[src/rtl/bias_add_stream.sv]
// Streaming per-channel bias adder with a loadable sign-magnitude bias file and output saturation.
// Optional ReLU on the saturated result is enabled by defining BIAS_ADD_RELU_EN.
module bias_add_stream #(
  parameter int unsigned NUM_CH = 64,
  parameter int unsigned BIAS_W = 16,
  parameter int unsigned DATA_W = 16,
  parameter int unsigned CH_W   = $clog2(NUM_CH)
) (
  input  logic              clk,
  input  logic              rst,
  input  logic              bias_wr_en,
  input  logic [CH_W-1:0]   bias_wr_addr,
  input  logic [BIAS_W-1:0] bias_wr_data,
  input  logic              in_valid,
  output logic              in_ready,
  input  logic [DATA_W-1:0] in_data,
  input  logic              in_last,
  output logic              out_valid,
  input  logic              out_ready,
  output logic [DATA_W-1:0] out_data,
  output logic [CH_W-1:0]   out_ch,
  output logic              out_last,
  output logic              sat_flag
);

  localparam int unsigned MAG_W = BIAS_W - 1;
  localparam int unsigned BV_W  = DATA_W + 1;
  localparam int unsigned SUM_W = DATA_W + 2;

  logic [BIAS_W-1:0] r_bias [NUM_CH];
  logic [CH_W-1:0]   r_ch;

  logic              r_s1_valid;
  logic              r_s1_last;
  logic [DATA_W-1:0] r_s1_data;
  logic [CH_W-1:0]   r_s1_ch;
  logic [BV_W-1:0]   r_s1_bias;

  logic              w_adv;
  logic              w_accept;
  logic [BIAS_W-1:0] w_bias_raw;
  logic [BV_W-1:0]   w_bias_mag;
  logic [BV_W-1:0]   w_bias_tc;
  logic [SUM_W-1:0]  w_sum;
  logic              w_clamp;
  logic [DATA_W-1:0] w_sat;
  logic [DATA_W-1:0] w_res;

  assign w_adv    = !out_valid || out_ready;
  assign in_ready = w_adv;
  assign w_accept = in_valid && w_adv;

  // Sign-magnitude to two's complement; negative zero naturally maps to 0.
  assign w_bias_raw = r_bias[r_ch];
  assign w_bias_mag = BV_W'(w_bias_raw[MAG_W-1:0]);
  assign w_bias_tc  = w_bias_raw[BIAS_W-1] ? -w_bias_mag : w_bias_mag;

  assign w_sum = {{2{r_s1_data[DATA_W-1]}}, r_s1_data} + {r_s1_bias[BV_W-1], r_s1_bias};

  // In range iff the top three sum bits agree; otherwise clamp toward the sum's sign.
  always_comb begin
    w_clamp = 1'b0;
    w_sat   = w_sum[DATA_W-1:0];
    if (w_sum[SUM_W-1:DATA_W-1] != {3{w_sum[SUM_W-1]}}) begin
      w_clamp = 1'b1;
      w_sat   = w_sum[SUM_W-1] ? {1'b1, {(DATA_W-1){1'b0}}} : {1'b0, {(DATA_W-1){1'b1}}};
    end
    w_res = w_sat;
`ifdef BIAS_ADD_RELU_EN
    if (w_sat[DATA_W-1]) begin
      w_res = '0;
    end
`endif
  end

  // Bias register file; writes are independent of the stream.
  always_ff @(posedge clk) begin
    if (rst) begin
      for (int unsigned i = 0; i < NUM_CH; i++) begin
        r_bias[CH_W'(i)] <= '0;
      end
    end else if (bias_wr_en && (32'(bias_wr_addr) < NUM_CH)) begin
      r_bias[bias_wr_addr] <= bias_wr_data;
    end
  end

  // Channel counter and two-stage pipeline, both gated by the shared advance.
  always_ff @(posedge clk) begin
    if (rst) begin
      r_ch       <= '0;
      r_s1_valid <= 1'b0;
      r_s1_last  <= 1'b0;
      r_s1_data  <= '0;
      r_s1_ch    <= '0;
      r_s1_bias  <= '0;
      out_valid  <= 1'b0;
      out_data   <= '0;
      out_ch     <= '0;
      out_last   <= 1'b0;
      sat_flag   <= 1'b0;
    end else begin
      if (w_accept) begin
        r_ch <= (in_last || (r_ch == CH_W'(NUM_CH - 1))) ? '0 : r_ch + CH_W'(1);
      end
      if (w_adv) begin
        r_s1_valid <= in_valid;
        if (in_valid) begin
          r_s1_data <= in_data;
          r_s1_last <= in_last;
          r_s1_ch   <= r_ch;
          r_s1_bias <= w_bias_tc;
        end
        out_valid <= r_s1_valid;
        if (r_s1_valid) begin
          out_data <= w_res;
          out_ch   <= r_s1_ch;
          out_last <= r_s1_last;
          if (w_clamp) begin
            sat_flag <= 1'b1;
          end
        end
      end
    end
  end

endmodule
[config.mk]
export PLATFORM = sky130hd
export DESIGN_NAME = bias_add_stream
export DESIGN_NICKNAME = d
export VERILOG_FILES = /design/src/rtl/bias_add_stream.sv
export SDC_FILE = /design/constraint.sdc
export NUM_CORES = 2
export LEC_CHECK = 0
export CAP_MARGIN = 20
export CORE_UTILIZATION = 40
export CTS_BUF_LIST = sky130_fd_sc_hd__clkbuf_2
export DETAILED_ROUTE_END_ITERATION = 6
export PLACE_DENSITY = 0.6
export SETUP_SLACK_MARGIN = 0.1
export SYNTH_ARGS = -nofsm -noshare
export SYNTH_HDL_FRONTEND = slang
export SYNTH_SLANG_ARGS = --single-unit
[constraint.sdc]
create_clock -name clk -period 3.9 [get_ports clk]
set_input_delay 0.585 -clock clk [delete_from_list [all_inputs] [get_ports clk]]
set_output_delay 0.585 -clock clk [all_outputs]
set_load 0.005 [all_outputs]
======== After elaboration in Yosys (flattened, before gate mapping) ========
Memories as Yosys holds them, arrays and structs flattened. A register that Yosys moved wholly into a read port is not among the register bits.
Cells that the tools add are included.
word-level totals
  memories ................................ 1
  logic and storage cells ................. 40
  input port bits ......................... 44
  output and inout bits ................... 26
  flip-flop bits (word level) ............. 72
  memory bits (writable) .................. 1,024
operators by class
  $add $sub $neg .......................... 3
  reductions and logical operators ........ 8
  equality and inequality tests ........... 2
  muxes and demuxes ....................... 15
memory list
  name    words  bits a word  rd ports  clocked after Yosys merged registers in  wr ports  RTL line  source
  r_bias  64     16           1         1                                        64        30        logic [BIAS_W-1:0] r_bias [NUM_CH];
operator list
  operator                                      count
  2-to-1 mux 16 bit                             3
  2-to-1 mux 6 bit                              4
  adder 16 x 17 -> 18 bit                       1
  2-to-1 mux 17 bit                             1
  negator 15 -> 17 bit                          1
  OR reduction 16 bit                           1
  2-to-1 mux 1 bit                              7
  adder 6 x 1 -> 6 bit (second input constant)  1
  equality test 6 bit (second input constant)   1
  AND reduction 2 bit                           2
  AND reduction 3 bit                           1
  logical OR 1 bit                              2
  != test 2 bit                                 1
  logical AND 1 bit                             1
  logical NOT 1 bit                             1

======== Longest topological paths before layout ========
  depth after elaboration ................. 5
  mapped depth ............................ 17
  depth with buffers taken out ............ 12

======== Least setup slack after synthesis ========
No wires, ideal clock.
  path type ............................... register -> register
  start ................................... register (tool-made name)
  end ..................................... register r_s1_bias[12]
  setup slack ............................. 0.265 ns
  data arrival time ....................... 3.550 ns
  buffers on the path ..................... 5
  stages on the path, launching flop included .. 17
  period minus slack after synthesis ...... 3.635 ns
  data required time ...................... 3.814 ns
  library setup time ...................... 0.086 ns
  path through ............................ dfxtp_1 > buf_6 > buf_12 > buf_4 > buf_4 > buf_2 > mux4_2 > mux2i_1 > o32ai_1 > nor3_1 > mux2_2 > ha_1 > inv_1 > nor4_4 > a41oi_1 > xnor2_1 > a211oi_1
RTL lines
  item                  RTL line  source
  to (signal assigned)  111       r_s1_bias <= w_bias_tc;
  to (decl)             37        logic [BV_W-1:0] r_s1_bias;

==> run metrics <==
Synth Register Bits 1102; dpl ws 0.00166 ns; fillers 11.2k; final cell count without fillers 5825; Final setup viols 0; r2r endpoint r_s1_bias[12]$_SDFFE_PP0P_; Logic pwr share 0.090; cell area after layout 58500 um^2; Switching Fraction 0.265; num rows 130; total track usage 0.241; I/O pin total 70; Util after Layout 0.464; Post-Place Cell Area 55200 um^2; port buffer count 69; global-route wire length before repair 226000 um; Synth Flop Type edfxtp_1; synthesized area per cell 14.5 um^2; clock-pin slew on the worst setup and hold paths 0.13 ns; # clock sinks 1102; synth-to-layout area growth 14.7%; die width 359 um; r2r setup slk 0.08 ns; highest layer used for signal routing met5; WL met1 66300 um; relative slew slack 0.189; Fmax 262 MHz; Final TNS setup 0 ns; Vias/cell 5.51; Max-Cap Viols 0; post-synth net total 3594; clk_lat worst skew 1.55 ns; Worst setup EP type flop; sw power 6.28 mW; via count 32.1k; die area 129000 um^2; core outline area 126000 um^2; H-tree depth 5; Final Power 23.7 mW; Max clock buf depth 4; wire length on met2 70900 um; worst-case reg-to-reg path depth 10; wire length per cell 26.7 um; fraction of layout cells with a size suffix above 1 0.269; CTS buffer count 303; Die Span Y 359 um; number of global-route vias before repair 32.3k; Lkg Pwr 20.8 nW; DRC 0; worst vdd ir 0.000238 V; DRT Pass-1 Iters 6; Gate Count Post-Synth 3530; Post-Synthesis Cell Area 51000 um^2; global route overflow 0; Placer Congestion 0.940; RSZ-0062 raised after global routing yes; Final #Nets 4049; Final ANT Viol Nets 0; Yosys warning total 0; number of flops mapped to enable cells by yosys 1024; Initial Utilization 0.405; Detail Placement HPWL 99500 um; minimum clock period 3.82 ns; final worst setup slack 0.0807 ns; Worst Hold Depth 5; Worst Setup Start Kind flop; clock group share of total power 0.332; Critical Path AT 5.29 ns; Crit Path Max Fanout 17; Async SR Flop Fraction 0; worst hold margin 0.252 ns; Slew Limit Fails 0; Tightest Hold Check Type input port to flop; sequential share of power 0.578; largest net degree at the start of global routing 62; run status complete, no violations; met3 WL 14000 um; Worst Tran Pin Value 1.21 ns; Worst Hold End r_bias[21][2]$_SDFFCE_PN0P_; sequential share of the synthesized area 0.633; Final period util 0.979; final wirelength 156000 um; initial antenna violation count 12; dpl cells 5248; clock tree from TritonCTS yes; pwr/cell area 405 nW/um^2; Worst Setup Path Type flop to flop; Required @ worst endpoint 5.37 ns; critical hold path startpoint bias_wr_addr[2]; Root Buffer clkbuf_2; Netlist cell types 76; Int Power 17.4 mW; Final Hold Fails 0; DR iter-0 viols 3813; Final Skew 0.111 ns
[layout make-up]
type	instances	area [um^2]	share of cell area
clock buffer	418	2090	0.0358
sequential	1102	32300	0.553
tap	1650	2060	0.0353
antenna	3	7.51	0.000128
inverter	19	75.1	0.00128
timing repair buffer	469	4140	0.0708
clock inverter	74	375	0.00642
multi-input combinational	2090	17400	0.298
[synthesized netlist by cell type, drive strengths merged, types with 19 or more instances]
| library cell | count | area, um^2 |
|---|---|---|
| a21oi | 61 | 305 |
| edfxtp | 1024 | 30700 |
| nor2 | 122 | 458 |
| a22oi | 26 | 195 |
| clkbuf | 236 | 886 |
| and2 | 1032 | 6460 |
| o21ai | 92 | 460 |
| nor2b | 30 | 188 |
| o22ai | 22 | 138 |
| nand2 | 113 | 424 |
| nor3 | 22 | 115 |
| ha | 19 | 238 |
| mux4 | 256 | 5810 |
| mux2 | 36 | 405 |
| mux2i | 29 | 290 |
| dfxtp | 78 | 1560 |
| buf | 83 | 445 |
[critical path: stages, from the launching register on]
cell and delay, ns:
dfxtp_4 0.45, buf_12 0.21, buf_12 0.20, mux4_2 0.56, mux4_2 0.53, a222oi_1 0.71, o21ai_1 0.23, nor3_2 0.30
a41oi_1 0.18, xnor2_1 0.16, a211oi_1 0.24
[cell usage in the layout (no fill, tap or decap), types with 8 or more instances in the layout]
master and instances:
and2_1 1031, edfxtp_1 1024, clkbuf_2 418, buf_4 297, mux4_2 245, nor2_1 122
nand2_1 113, dlygate4sd3_1 74, dfxtp_1 73, a21oi_1 61, clkdlybuf4s50_1 52, clkinv_1 51
o21ai_1 43, mux2_2 36, nor2b_1 30, mux2i_1 28, a22oi_1 26, buf_12 26
o21ai_2 25, o21ai_0 24, o22ai_1 22, nor3_1 20, ha_1 19, buf_2 18
o32ai_1 17, inv_1 16, xnor2_1 16, nand3_1 15, nand2b_1 15, clkinv_2 15
or3_1 14, a211oi_1 13, mux4_1 11, a22o_1 10, a31oi_1 9, a221oi_1 9
o31ai_1 8, a2111oi_0 8
[state kept, by name, indices dropped and copies added, names as in the netlist, 6 cells and up, named ones only]
signal     cells
r_s1_data     16
r_s1_bias     17
r_s1_ch        6
r_ch           6
out_data      16
out_ch         6
r_bias      1024
[worst max-delay path by stage]
stage	endpoint
6_report	r_s1_bias[12]$_SDFFE_PP0P_
4_1_cts	r_s1_bias[9]$_SDFFE_PP0P_
5_1_grt	r_s1_bias[8]$_SDFFE_PP0P_
3_5_place_dp	r_s1_bias[12]$_SDFFE_PP0P_
3_3_place_gp	r_s1_bias[12]$_SDFFE_PP0P_
2_1_floorplan	r_s1_bias[12]$_SDFFE_PP0P_
[power by group through the flow]
stage	Clock (mW)	Sequential (mW)	Combinational [mW]
final	7.86	13.7	2.14
after global routing	8.67	13.8	2.25
after CTS	8.08	13.7	2.12
after detailed placement	0	14.0	2.05
after global placement	0	13.9	2.04
after floorplan	0	13.9	1.16
[cells by family after synthesis]
| kind of cell | count (synthesis) | synth area share |
|---|---|---|
| XOR/XNOR | 22 | 0.00378 |
| multiplexers | 321 | 0.127 |
| flip-flops | 1102 | 0.633 |
| AO/OA/AOI/OAI | 318 | 0.0408 |
| adder cells (fa/ha/maj) | 20 | 0.00505 |
| AND/OR/NAND/NOR | 1409 | 0.162 |
| buffers and inverters | 338 | 0.0275 |
[what timing repair did]
action                     4_1_cts  5_1_grt
setup endpoints to repair        4       10
hold buffers                    74        0
gates resized for setup          1        6
hold endpoints to repair      1041        0
buffers inserted                 0        8
pin swaps                        1        3
[metal layers]
layer | vias up | global-route usage
met1 | 16238 | 0.335
met5 | - | 0
met4 | 6 | 0.0847
met3 | 239 | 0.0601
li1 | 14037 | -
met2 | 1552 | 0.368
Power figures use the tool's default switching activity.
